### src/rtl/if_fetch_pkg.sv
// ============================================================================
// Module : if_fetch_pkg
// Brief  : Shared widths, fetch-state encodings and NOP encoding for if_fetch.
// Rev    : 1.0  initial release
// ============================================================================
`default_nettype none

package if_fetch_pkg;

    localparam int WORD_W      = 32;
    localparam int INSTR_BYTES = 4;

    typedef enum logic [0:0] {
        FETCH = 1'b0,
        HALT  = 1'b1
    } fetch_state_t;

    localparam logic [WORD_W-1:0] NOP_INSTR = 32'h0000_0013;

endpackage

`default_nettype wire

### src/rtl/if_fetch_if.sv
// ============================================================================
// Module : if_fetch_if
// Brief  : Instruction-memory bus and decode handshake of the fetch stage.
// Rev    : 1.0  initial release
// ============================================================================
`default_nettype none

interface if_fetch_if;
    import if_fetch_pkg::*;

    logic [WORD_W-1:0] imem_adr;
    logic              imem_load;
    logic [WORD_W-1:0] imem_in;
    logic [WORD_W-1:0] imem_out;
    logic              imem_done;
    logic              redirect;
    logic [WORD_W-1:0] redirect_pc;
    logic              id_valid;
    logic              id_ready;
    logic [WORD_W-1:0] id_instr;
    logic [WORD_W-1:0] id_pc;
    logic              fault;

    modport master (
        output imem_adr, imem_load, imem_in, id_valid, id_instr, id_pc, fault,
        input  imem_out, imem_done, redirect, redirect_pc, id_ready
    );

    modport slave (
        input  imem_adr, imem_load, imem_in, id_valid, id_instr, id_pc, fault,
        output imem_out, imem_done, redirect, redirect_pc, id_ready
    );

endinterface

`default_nettype wire

### src/rtl/if_fetch_fifo.sv
// ============================================================================
// Module : fetch_fifo
// Brief  : Synchronous FIFO with flush; flush overrides push and pop.
// Rev    : 1.0  initial release
// ============================================================================
`default_nettype none

module fetch_fifo #(
    parameter int WIDTH = 64,
    parameter int DEPTH = 2
) (
    input  wire logic                     clk,
    input  wire logic                     rst,
    input  wire logic                     i_push,
    input  wire logic                     i_pop,
    input  wire logic                     i_flush,
    input  wire logic [WIDTH-1:0]         i_din,
    output logic      [WIDTH-1:0]         o_dout,
    output logic      [$clog2(DEPTH):0]   o_count,
    output logic                          o_full,
    output logic                          o_empty
);

    localparam int c_ptr_w = $clog2(DEPTH);

    logic [WIDTH-1:0]   r_mem [DEPTH];
    logic [c_ptr_w-1:0] r_wr_ptr;
    logic [c_ptr_w-1:0] r_rd_ptr;
    logic [c_ptr_w:0]   r_count;
    logic               w_do_pop;

    assign w_do_pop = i_pop && !o_empty;

    always_ff @(posedge clk) begin
        if (rst || i_flush) begin
            r_wr_ptr <= '0;
            r_rd_ptr <= '0;
            r_count  <= '0;
        end else begin
            if (i_push) begin
                r_mem[r_wr_ptr] <= i_din;
                r_wr_ptr        <= r_wr_ptr + 1'b1;
            end
            if (w_do_pop) begin
                r_rd_ptr <= r_rd_ptr + 1'b1;
            end
            if (i_push && !w_do_pop) begin
                r_count <= r_count + 1'b1;
            end else if (!i_push && w_do_pop) begin
                r_count <= r_count - 1'b1;
            end
        end
    end

    assign o_count = r_count;
    assign o_full  = (r_count == DEPTH[c_ptr_w:0]);
    assign o_empty = (r_count == '0);
    assign o_dout  = o_empty ? '0 : r_mem[r_rd_ptr];

endmodule

`default_nettype wire

### src/rtl/if_fetch.sv
// ============================================================================
// Module : if_fetch
// Brief  : Fetch stage: PC, single in-flight imem read, FIFO toward decode.
//          IF_ALIGN_CHECK_EN enables the misaligned-redirect fault/HALT path.
// Rev    : 1.0  initial release
// ============================================================================
`default_nettype none

module if_fetch
    import if_fetch_pkg::*;
#(
    parameter logic [WORD_W-1:0] RESET_PC = 32'h0000_0000,
    parameter int                QDEPTH   = 2
) (
    input  wire logic   clk,
    input  wire logic   rst,
    if_fetch_if.master  bus
);

    localparam int               c_cnt_w = $clog2(QDEPTH) + 1;
    localparam logic [c_cnt_w:0] c_depth = QDEPTH[c_cnt_w:0];

    fetch_state_t        r_state;
    fetch_state_t        w_state_next;
    logic [WORD_W-1:0]   r_pc;
    logic [WORD_W-1:0]   r_inflight_pc;
    logic                r_inflight;
    logic [WORD_W-1:0]   w_pc_next;
    logic [WORD_W-1:0]   w_target;
    logic                w_misalign;
    logic                w_issue;
    logic                w_retry;
    logic                w_push;
    logic                w_pop;
    logic [c_cnt_w-1:0]  w_count;
    logic [c_cnt_w:0]    w_used;
    logic [c_cnt_w:0]    w_limit;
    logic                w_full;
    logic                w_empty;
    logic [2*WORD_W-1:0] w_head;

`ifdef IF_ALIGN_CHECK_EN
    logic r_fault;

    assign w_misalign = bus.redirect && (bus.redirect_pc[1:0] != 2'b00);
    assign w_target   = bus.redirect_pc;

    always_ff @(posedge clk) begin
        if (rst) begin
            r_fault <= 1'b0;
        end else if (w_misalign) begin
            r_fault <= 1'b1;
        end
    end

    assign bus.fault = r_fault;
`else
    assign w_misalign = 1'b0;
    assign w_target   = bus.redirect_pc & ~32'h3;
    assign bus.fault  = 1'b0;
`endif

    assign w_pop   = !w_empty && bus.id_ready;
    assign w_retry = r_inflight && !bus.imem_done;
    assign w_push  = r_inflight && bus.imem_done && !bus.redirect;

    // A pop this cycle frees a slot before the new read returns, which keeps
    // the stage at one instruction per cycle with only QDEPTH entries.
    assign w_used  = {1'b0, w_count} + {{c_cnt_w{1'b0}}, r_inflight};
    assign w_limit = c_depth + {{c_cnt_w{1'b0}}, w_pop};

    // A failed capture must not be overtaken by a younger read.
    assign w_issue = (r_state == FETCH) && !bus.redirect && !w_retry &&
                     (w_used < w_limit);

    always_comb begin
        w_state_next = r_state;
        w_pc_next    = r_pc;
        if (w_misalign) begin
            w_state_next = HALT;
        end
        if (bus.redirect) begin
            w_pc_next = w_target;
        end else if (w_issue) begin
            w_pc_next = r_pc + 32'(INSTR_BYTES);
        end else if (w_retry) begin
            w_pc_next = r_inflight_pc;
        end
    end

    always_ff @(posedge clk) begin
        if (rst) begin
            r_state       <= FETCH;
            r_pc          <= RESET_PC;
            r_inflight    <= 1'b0;
            r_inflight_pc <= '0;
        end else begin
            r_state    <= w_state_next;
            r_pc       <= w_pc_next;
            r_inflight <= w_issue;
            if (w_issue) begin
                r_inflight_pc <= r_pc;
            end
        end
    end

    fetch_fifo #(
        .WIDTH (2*WORD_W),
        .DEPTH (QDEPTH)
    ) u_fifo (
        .clk     (clk),
        .rst     (rst),
        .i_push  (w_push),
        .i_pop   (w_pop),
        .i_flush (bus.redirect),
        .i_din   ({r_inflight_pc, bus.imem_out}),
        .o_dout  (w_head),
        .o_count (w_count),
        .o_full  (w_full),
        .o_empty (w_empty)
    );

    a_no_push_full: assert property (@(posedge clk) disable iff (rst)
        !(w_push && w_full));

    assign bus.imem_adr  = r_pc;
    assign bus.imem_load = 1'b0;
    assign bus.imem_in   = '0;
    assign bus.id_valid  = !w_empty;
    assign bus.id_pc     = w_head[2*WORD_W-1:WORD_W];
    assign bus.id_instr  = w_head[WORD_W-1:0];

endmodule

`default_nettype wire

### src/flat_wrapper.sv
// flat-port wrapper written by rule: the top's interface ports become plain ports
module if_fetch_flat import if_fetch_pkg::*;
#(
    parameter logic [WORD_W-1:0] RESET_PC = 32'h0000_0000,
    parameter int                QDEPTH   = 2
)
  (clk, rst, bus_imem_adr, bus_imem_load, bus_imem_in, bus_id_valid, bus_id_instr, bus_id_pc, bus_fault, bus_imem_out, bus_imem_done, bus_redirect, bus_redirect_pc, bus_id_ready);
  if_fetch_if bus_i ();
  input  wire logic clk;
  input  wire logic rst;
  output wire logic [$bits(bus_i.imem_adr)-1:0] bus_imem_adr;
  output wire logic [$bits(bus_i.imem_load)-1:0] bus_imem_load;
  output wire logic [$bits(bus_i.imem_in)-1:0] bus_imem_in;
  output wire logic [$bits(bus_i.id_valid)-1:0] bus_id_valid;
  output wire logic [$bits(bus_i.id_instr)-1:0] bus_id_instr;
  output wire logic [$bits(bus_i.id_pc)-1:0] bus_id_pc;
  output wire logic [$bits(bus_i.fault)-1:0] bus_fault;
  input wire logic [$bits(bus_i.imem_out)-1:0] bus_imem_out;
  input wire logic [$bits(bus_i.imem_done)-1:0] bus_imem_done;
  input wire logic [$bits(bus_i.redirect)-1:0] bus_redirect;
  input wire logic [$bits(bus_i.redirect_pc)-1:0] bus_redirect_pc;
  input wire logic [$bits(bus_i.id_ready)-1:0] bus_id_ready;
  assign bus_imem_adr = bus_i.imem_adr;
  assign bus_imem_load = bus_i.imem_load;
  assign bus_imem_in = bus_i.imem_in;
  assign bus_id_valid = bus_i.id_valid;
  assign bus_id_instr = bus_i.id_instr;
  assign bus_id_pc = bus_i.id_pc;
  assign bus_fault = bus_i.fault;
  assign bus_i.imem_out = bus_imem_out;
  assign bus_i.imem_done = bus_imem_done;
  assign bus_i.redirect = bus_redirect;
  assign bus_i.redirect_pc = bus_redirect_pc;
  assign bus_i.id_ready = bus_id_ready;
  if_fetch #(.RESET_PC(RESET_PC), .QDEPTH(QDEPTH)) u_core (.clk(clk), .rst(rst), .bus(bus_i));
endmodule
### config.mk
export PLATFORM = sky130hd
export DESIGN_NAME = if_fetch_flat
export DESIGN_NICKNAME = d
export VERILOG_FILES = /design/src/rtl/if_fetch_pkg.sv /design/src/rtl/if_fetch_if.sv /design/src/rtl/if_fetch_fifo.sv /design/src/rtl/if_fetch.sv /design/src/flat_wrapper.sv
export SDC_FILE = /design/constraint.sdc
export NUM_CORES = 1
export LEC_CHECK = 0
export ABC_AREA = 1
export CAP_MARGIN = 40
export CORE_MARGIN = 5
export CORE_UTILIZATION = 46
export CTS_CLUSTER_SIZE = 12
export DETAILED_ROUTE_END_ITERATION = 7
export PLACE_DENSITY = 0.77
export SYNTH_ARGS = -nofsm -noshare
export SYNTH_HDL_FRONTEND = slang
export SYNTH_SLANG_ARGS = --single-unit
### constraint.sdc
create_clock -name clk -period 6.7 [get_ports clk]
set_input_delay 1.34 -clock clk [delete_from_list [all_inputs] [get_ports clk]]
set_output_delay 1.34 -clock clk [all_outputs]
set_load 0.02 [all_outputs]
==> results of run 1 <==
## metrics by stage
stage,utilization [%],hold slack (ps),setup TNS [ps]
6_report,59.7,456,0
5_1_grt,59.7,471,0
4_1_cts,59.7,459,0
3_5_place_dp,56.4,442,0
3_3_place_gp,55.8,429,0
2_1_floorplan,-,426,-3800
## cell usage after synthesis
| cell type | instances |
|---|---|
| buf_4 | 36 |
| xor2_1 | 13 |
| a21oi_1 | 129 |
| nand2_1 | 318 |
| o21ai_1 | 12 |
| a211oi_1 | 1 |
| and2_1 | 2 |
| nand3_4 | 1 |
| inv_2 | 2 |
| inv_1 | 43 |
| nor3_1 | 2 |
| o31ai_1 | 1 |
| clkinv_2 | 1 |
| xnor2_1 | 1 |
| dfxtp_1 | 70 |
| edfxtp_1 | 128 |
| nor2_2 | 6 |
| nor2_1 | 49 |
| buf_2 | 13 |
| buf_1 | 6 |
| clkbuf_1 | 27 |
| o22ai_1 | 5 |
| o21ai_0 | 50 |
| ha_1 | 4 |
| or2_2 | 13 |
| nor2_4 | 2 |
| nand3_1 | 38 |
| nand2_2 | 2 |
| conb_1 | 1 |
## cell families after synthesis
group | synth area share, %
AOI/OAI and AO/OA | 11.4
xor gates and xnor gates | 1.39
adders and majority gates | 0.568
buffers and inverters | 7.18
DFF | 59.5
other | 0.0425
and+or+nand+nor | 20.0
## power groups by stage
| stage | combinational, mW | sequential [mW] | clock [mW] |
|---|---|---|---|
| 6_report | 0.261 | 1.35 | 1.05 |
| 5_1_grt | 0.285 | 1.36 | 1.11 |
| 4_1_cts | 0.261 | 1.35 | 1.07 |
| 3_5_place_dp | 0.259 | 1.38 | 0 |
| 3_3_place_gp | 0.249 | 1.38 | 0 |
| 2_1_floorplan | 0.142 | 1.39 | 0 |
## routing by layer
| layer | GRT usage, % | wire, µm | share of wire (%) |
|---|---|---|---|
| met5 | 0 | 0 | 0 |
| met4 | 5.50 | 260 | 1.2 |
| met1 | 25.3 | 9340 | 44 |
| met2 | 31.3 | 10000 | 47 |
| met3 | 4.97 | 1580 | 7.5 |
## path summary, 6_finish.rpt
path,from,endpoint,slack [ps],depth (start not counted)
setup / recovery,register,bus_id_pc[15],2710,6
hold / removal,u_core.r_inflight_pc[13],u_core.u_fifo.r_mem[1][45],460,0
setup reg to reg,u_core.u_fifo.o_count[0],u_core.r_inflight_pc[26],3580,9
hold reg to reg,u_core.r_inflight_pc[13],u_core.u_fifo.r_mem[1][45],460,0
## registers in the layout, indices dropped and copies added (netlist names), named ones only
register	count
u_core.u_fifo.r_mem	128
u_core.r_inflight_pc	32
u_core.bus.imem_adr	30
u_core.u_fifo.o_count	2
u_core.r_inflight	1
u_core.u_fifo.r_rd_ptr	1
u_core.u_fifo.r_wr_ptr	1
## worst register-to-register path, delay by kind of cell, from the launching register on
kind | cells | cell delay [ps]
compound gates | 1 | 270
buf+inv | 2 | 670
simple gates | 6 | 1660
flops | 1 | 430
## area by class of cell
type	instances	area (µm²)	area share [%]
Clock buffer	22	517	4.61
Clock inverter	10	104	0.927
Inverter	46	174	1.55
Multi-Input combinational cell	683	3080	27.5
Sequential cell	198	5250	46.8
Tap cell	234	293	2.61
Timing Repair Buffer	174	1790	16.0
==> impl_metrics.py, run 1 <==
metrics = {
    "yosys": {
        "yosys.area.top_type": "edfxtp_1",
        "syn_inst": 976,
        "yosysTopAreaCellShare_pct": 43.6,
        "avgSynthCellArea_um2": 9.04,
        "ys_warn_count": 0,
        "synthTopCellsByArea": "edfxtp_1, dfxtp_1, nand2_1",
        "synth-seq-area-share_pct": 59.5,
        "synth_area_um2": 8820,
        "ys_seq_elements": 198,
        "synthDistinctLibCells": 29,
    },
    "clocking": {
        "cts_buffer_depth": 2,
        "cts_resized": 0,
        "cts_hold_buf": 0,
        "cts_num_sinks": 198,
        "cts_root_buffer": "clkbuf_16",
        "cts_htree_levels": 4,
        "tritoncts": "done",
        "post_cts_buffers": 0,
        "path_clk_slew_ps": 70,
        "clock_latency_ps": 440,
        "cts_buffers": 17,
    },
    "worst_setup_path": {
        "critical_path_buf_inv_count": 4,
        "crit_path_cell_trace": "buf_4, inv_2, buf_12, nand2_1, a21oi_1, clkdlybuf4s50_1",
        "slowest_delay_ps": 700,
        "critPathKind": "register to output port",
        "crit_path_max_fanout": 37,
        "slowest_stage": "clkdlybuf4s50_1",
        "cp-start-kind": "register",
        "endpoint_kind": "output port",
        "cp.arrival_ps": 2650,
        "critical_path_required_ps": 5360,
        "critPathTopFamily": "buffers and inverters",
    },
    "placement": {
        "hpwl_um": 14100,
        "dp.cells": 1335,
        "gp_congestion": 0.941,
        "placed_area_um2": 10600,
        "pre_cts_slack_ps": 2600,
        "portBuffers": 163,
    },
    "timing": {
        "slew_headroom_pct": 41.3,
        "finalHoldViolations": 0,
        "drv_slew": 0,
        "fmax_ghz": 0.250,
        "rsz0062_at_grt": "false",
        "layout_setup_ws_ps": 2710,
        "fin_crit_sh_pct": 59.6,
        "fin_skew_ps": 15.0,
        "period_needed_ps": 3990,
        "setup_viol_count_final": 0,
        "worst_slew_pin_slew_ps": 881,
    },
    "detailed_routing": {
        "wirelength_um": 21200,
        "via_per_inst": 5.08,
        "wire_per_inst_um": 15.5,
        "route.antenna.remaining_nets": 0,
        "drt_pre_antenna_iters": 6,
        "initialDrtViolationCount": 546,
        "drc_errors": 0,
        "vias": 6939,
    },
    "cells_and_area": {
        "final_common_cell": "nand2_1",
        "synthToLayoutAreaGrowth_pct": 27.1,
        "diodes": 0,
        "final_cells": 1367,
        "nets": 1193,
        "design_area_um2": 11200,
        "final_cell_mix": "nand2_1, clkdlybuf4s50_1, a21oi_1",
        "drive_gt1_share_pct": 6.35,
        "num-fill-cells": 1548,
    },
    "floorplanning": {
        "die_w_um": 148,
        "die_y_um": 148,
        "core.rowCount": 50,
        "die-area_um2": 22000,
        "core_area_um2": 18800,
        "ioPinCount": 200,
        "initial_utilization_pct": 47.0,
    },
    "power": {
        "p_comb_share_pct": 9.8,
        "clock_power_share_pct": 39.4,
        "swShare_pct": 23.7,
        "p_leak_nw": 4.16,
        "power_frac_seq_pct": 50.8,
        "p_sw_mw": 0.631,
        "internal-power_mw": 2.03,
        "ir_worst_vdd_mv": 0.200,
        "power_mw": 2.66,
        "powerDensity_nw_per_um2": 237,
    },
    "grt": {
        "track_usage_pct": 19.1,
        "antenna_found_initial": 0,
        "grt_max_degree": 67,
        "grt_pass1_vias": 6626,
        "overflow": 0,
        "grt_pass1_wl_um": 33800,
    },
    "outcome": {
        "status": "complete, no violations",
    },
    "flow_run": {
        "max-cap-violations": 0,
    },
    "hold_path": {
        "min_path_type": "register to register",
    },
}
Note: power is estimated with default switching activity, not from simulation.
==> run 2: changes to the inputs <==
Clock period 6.7 ns to 3.5 ns, I/O delays scaled along.
==> impl_metrics.py, run 2 (synthesis results as in run 1) <==
metrics = {
    "placement": {
        "placed_area_um2": 10600,
        "gp_congestion": 0.896,
        "dp.cells": 1339,
        "portBuffers": 163,
        "pre_cts_slack_ps": 646,
        "hpwl_um": 14500,
    },
    "detailed_routing": {
        "drt_pre_antenna_iters": 6,
        "drc_errors": 0,
        "wire_per_inst_um": 15.3,
        "via_per_inst": 5.05,
        "initialDrtViolationCount": 545,
        "vias": 6924,
        "wirelength_um": 21000,
        "route.antenna.remaining_nets": 0,
    },
    "outcome": {
        "status": "complete, no violations",
    },
    "worst_setup_path": {
        "slowest_stage": "clkdlybuf4s50_1",
        "reg2reg_from": "u_core.u_fifo.o_count[0]",
        "crit_path_max_fanout": 30,
        "cp.arrival_ps": 2520,
        "slowest_delay_ps": 640,
        "r2r_cells": 7,
        "cp-start-kind": "register",
        "critical_path_buf_inv_count": 3,
        "crit_path_cell_trace": "inv_2, buf_4, nand2_1, a21oi_1, clkdlybuf4s50_1",
        "endpoint_kind": "output port",
        "critical_path_required_ps": 2800,
        "r2r-end": "u_core.r_inflight_pc[25]",
        "critPathTopFamily": "buffers and inverters",
        "path_depth": 5,
        "critPathKind": "register to output port",
        "regToRegSetupSlack_ps": 1170,
        "cp-endpoint": "bus_id_instr[13]",
    },
    "clocking": {
        "post_cts_buffers": 0,
        "cts_root_buffer": "clkbuf_16",
        "cts_buffer_depth": 2,
        "clock_latency_ps": 420,
        "cts_num_sinks": 198,
        "cts_resized": 0,
        "cts_buffers": 17,
        "cts_hold_buf": 0,
        "path_clk_slew_ps": 70,
        "cts_htree_levels": 4,
        "tritoncts": "done",
    },
    "power": {
        "power_mw": 4.88,
        "ir_worst_vdd_mv": 0.352,
        "p_leak_nw": 4.10,
        "powerDensity_nw_per_um2": 439,
    },
    "timing": {
        "finalHoldViolations": 0,
        "fin_skew_ps": 8.69,
        "setup_viol_count_final": 0,
        "drv_slew": 0,
        "fin_crit_sh_pct": 91.9,
        "period_needed_ps": 3220,
        "layout_setup_ws_ps": 285,
        "timing.hold.ws_ps": 457,
        "fmax_ghz": 0.311,
        "worst_slew_pin_slew_ps": 689,
        "rsz0062_at_grt": "false",
        "slew_headroom_pct": 54.0,
    },
    "cells_and_area": {
        "multiInputGateArea_um2": 3090,
        "diodes": 0,
        "nets": 1197,
        "final_cell_mix": "nand2_1, clkdlybuf4s50_1, a21oi_1",
        "final_cells": 1371,
        "drive_gt1_share_pct": 6.42,
        "regArea_um2": 5250,
        "synthToLayoutAreaGrowth_pct": 26.0,
        "regMostFlops": "u_core.u_fifo.r_mem",
        "design_area_um2": 11100,
        "largest_register_ffs": 128,
        "final_common_cell": "nand2_1",
        "num-fill-cells": 1636,
    },
    "floorplanning": {
        "ioPinCount": 200,
        "core_area_um2": 18800,
        "die_y_um": 148,
        "initial_utilization_pct": 47.0,
        "core.rowCount": 50,
        "die_w_um": 148,
        "die-area_um2": 22000,
    },
    "grt": {
        "overflow": 0,
        "grt_pass1_vias": 6714,
        "grt_max_degree": 65,
        "grt_pass1_wl_um": 33500,
        "antenna_found_initial": 0,
        "track_usage_pct": 19.0,
    },
    "hold_path": {
        "min_path_type": "register to register",
        "hold-path-cell-count": 1,
    },
    "flow_run": {
        "max-cap-violations": 0,
    },
}
-- run 2: layout make-up --
| cell class | instances | area share (%) |
|---|---|---|
| flip-flops and latches | 198 | 47.2 |
| well taps | 234 | 2.64 |
| multi-input cells | 683 | 27.8 |
| clock inverters | 11 | 0.676 |
| inverters | 46 | 1.57 |
| repair buffers | 178 | 15.8 |
| clock buffers | 21 | 4.25 |
-- run 2: power breakdown --
part           total [mW]  switching [mW]  internal, mW
Sequential           2.59          0.0608          2.53
Clock                1.80           0.828         0.971
Combinational       0.490           0.280         0.210
Total                4.88            1.17          3.71
-- run 2: how the worst min path moves through the flow --
| stage | slack [ps] | to | from |
|---|---|---|---|
| 3_3_place_gp | 430 | register | u_core.u_fifo.r_rd_ptr |
| 6_report | 460 | u_core.u_fifo.r_rd_ptr | u_core.u_fifo.r_rd_ptr |
| 3_5_place_dp | 440 | register | u_core.u_fifo.r_rd_ptr |
| 2_1_floorplan | 430 | register | u_core.u_fifo.r_rd_ptr |
| 5_1_grt | 480 | register | u_core.u_fifo.r_rd_ptr |
| 4_1_cts | 460 | u_core.u_fifo.r_rd_ptr | u_core.u_fifo.r_rd_ptr |
-- run 2: worst reg2reg max path, cell delays in order, from the launching register on --
cell	delay, ps
dfxtp_1	370
ha_1	230
ha_1	280
nand2_2	100
nand3_4	200
nor2_2	530
inv_2	310
o21ai_0	240
-- run 2: per-layer routing --
layer | routed length, µm | up-vias | global-route usage (%)
li1 | - | 3484 | -
met1 | 9310 | 3175 | 25.5
met2 | 9960 | 237 | 31.2
met3 | 1290 | 28 | 3.44
met4 | 423 | 0 | 6.33
met5 | 0 | - | 0
-- run 2: metrics by stage --
stage	setup TNS [ps]	util, %
final	0	59.2
after global routing	0	59.2
after CTS	0	59.2
after detailed placement	0	56.3
after global placement	0	56.3
after floorplan	-76390	-
==> run 3: changes to the inputs <==
Settings changed: SKIP_CTS_REPAIR_TIMING set to 1.
==> results of run 3 <==
Final layout, timing and power as in run 2 (identical DEF).
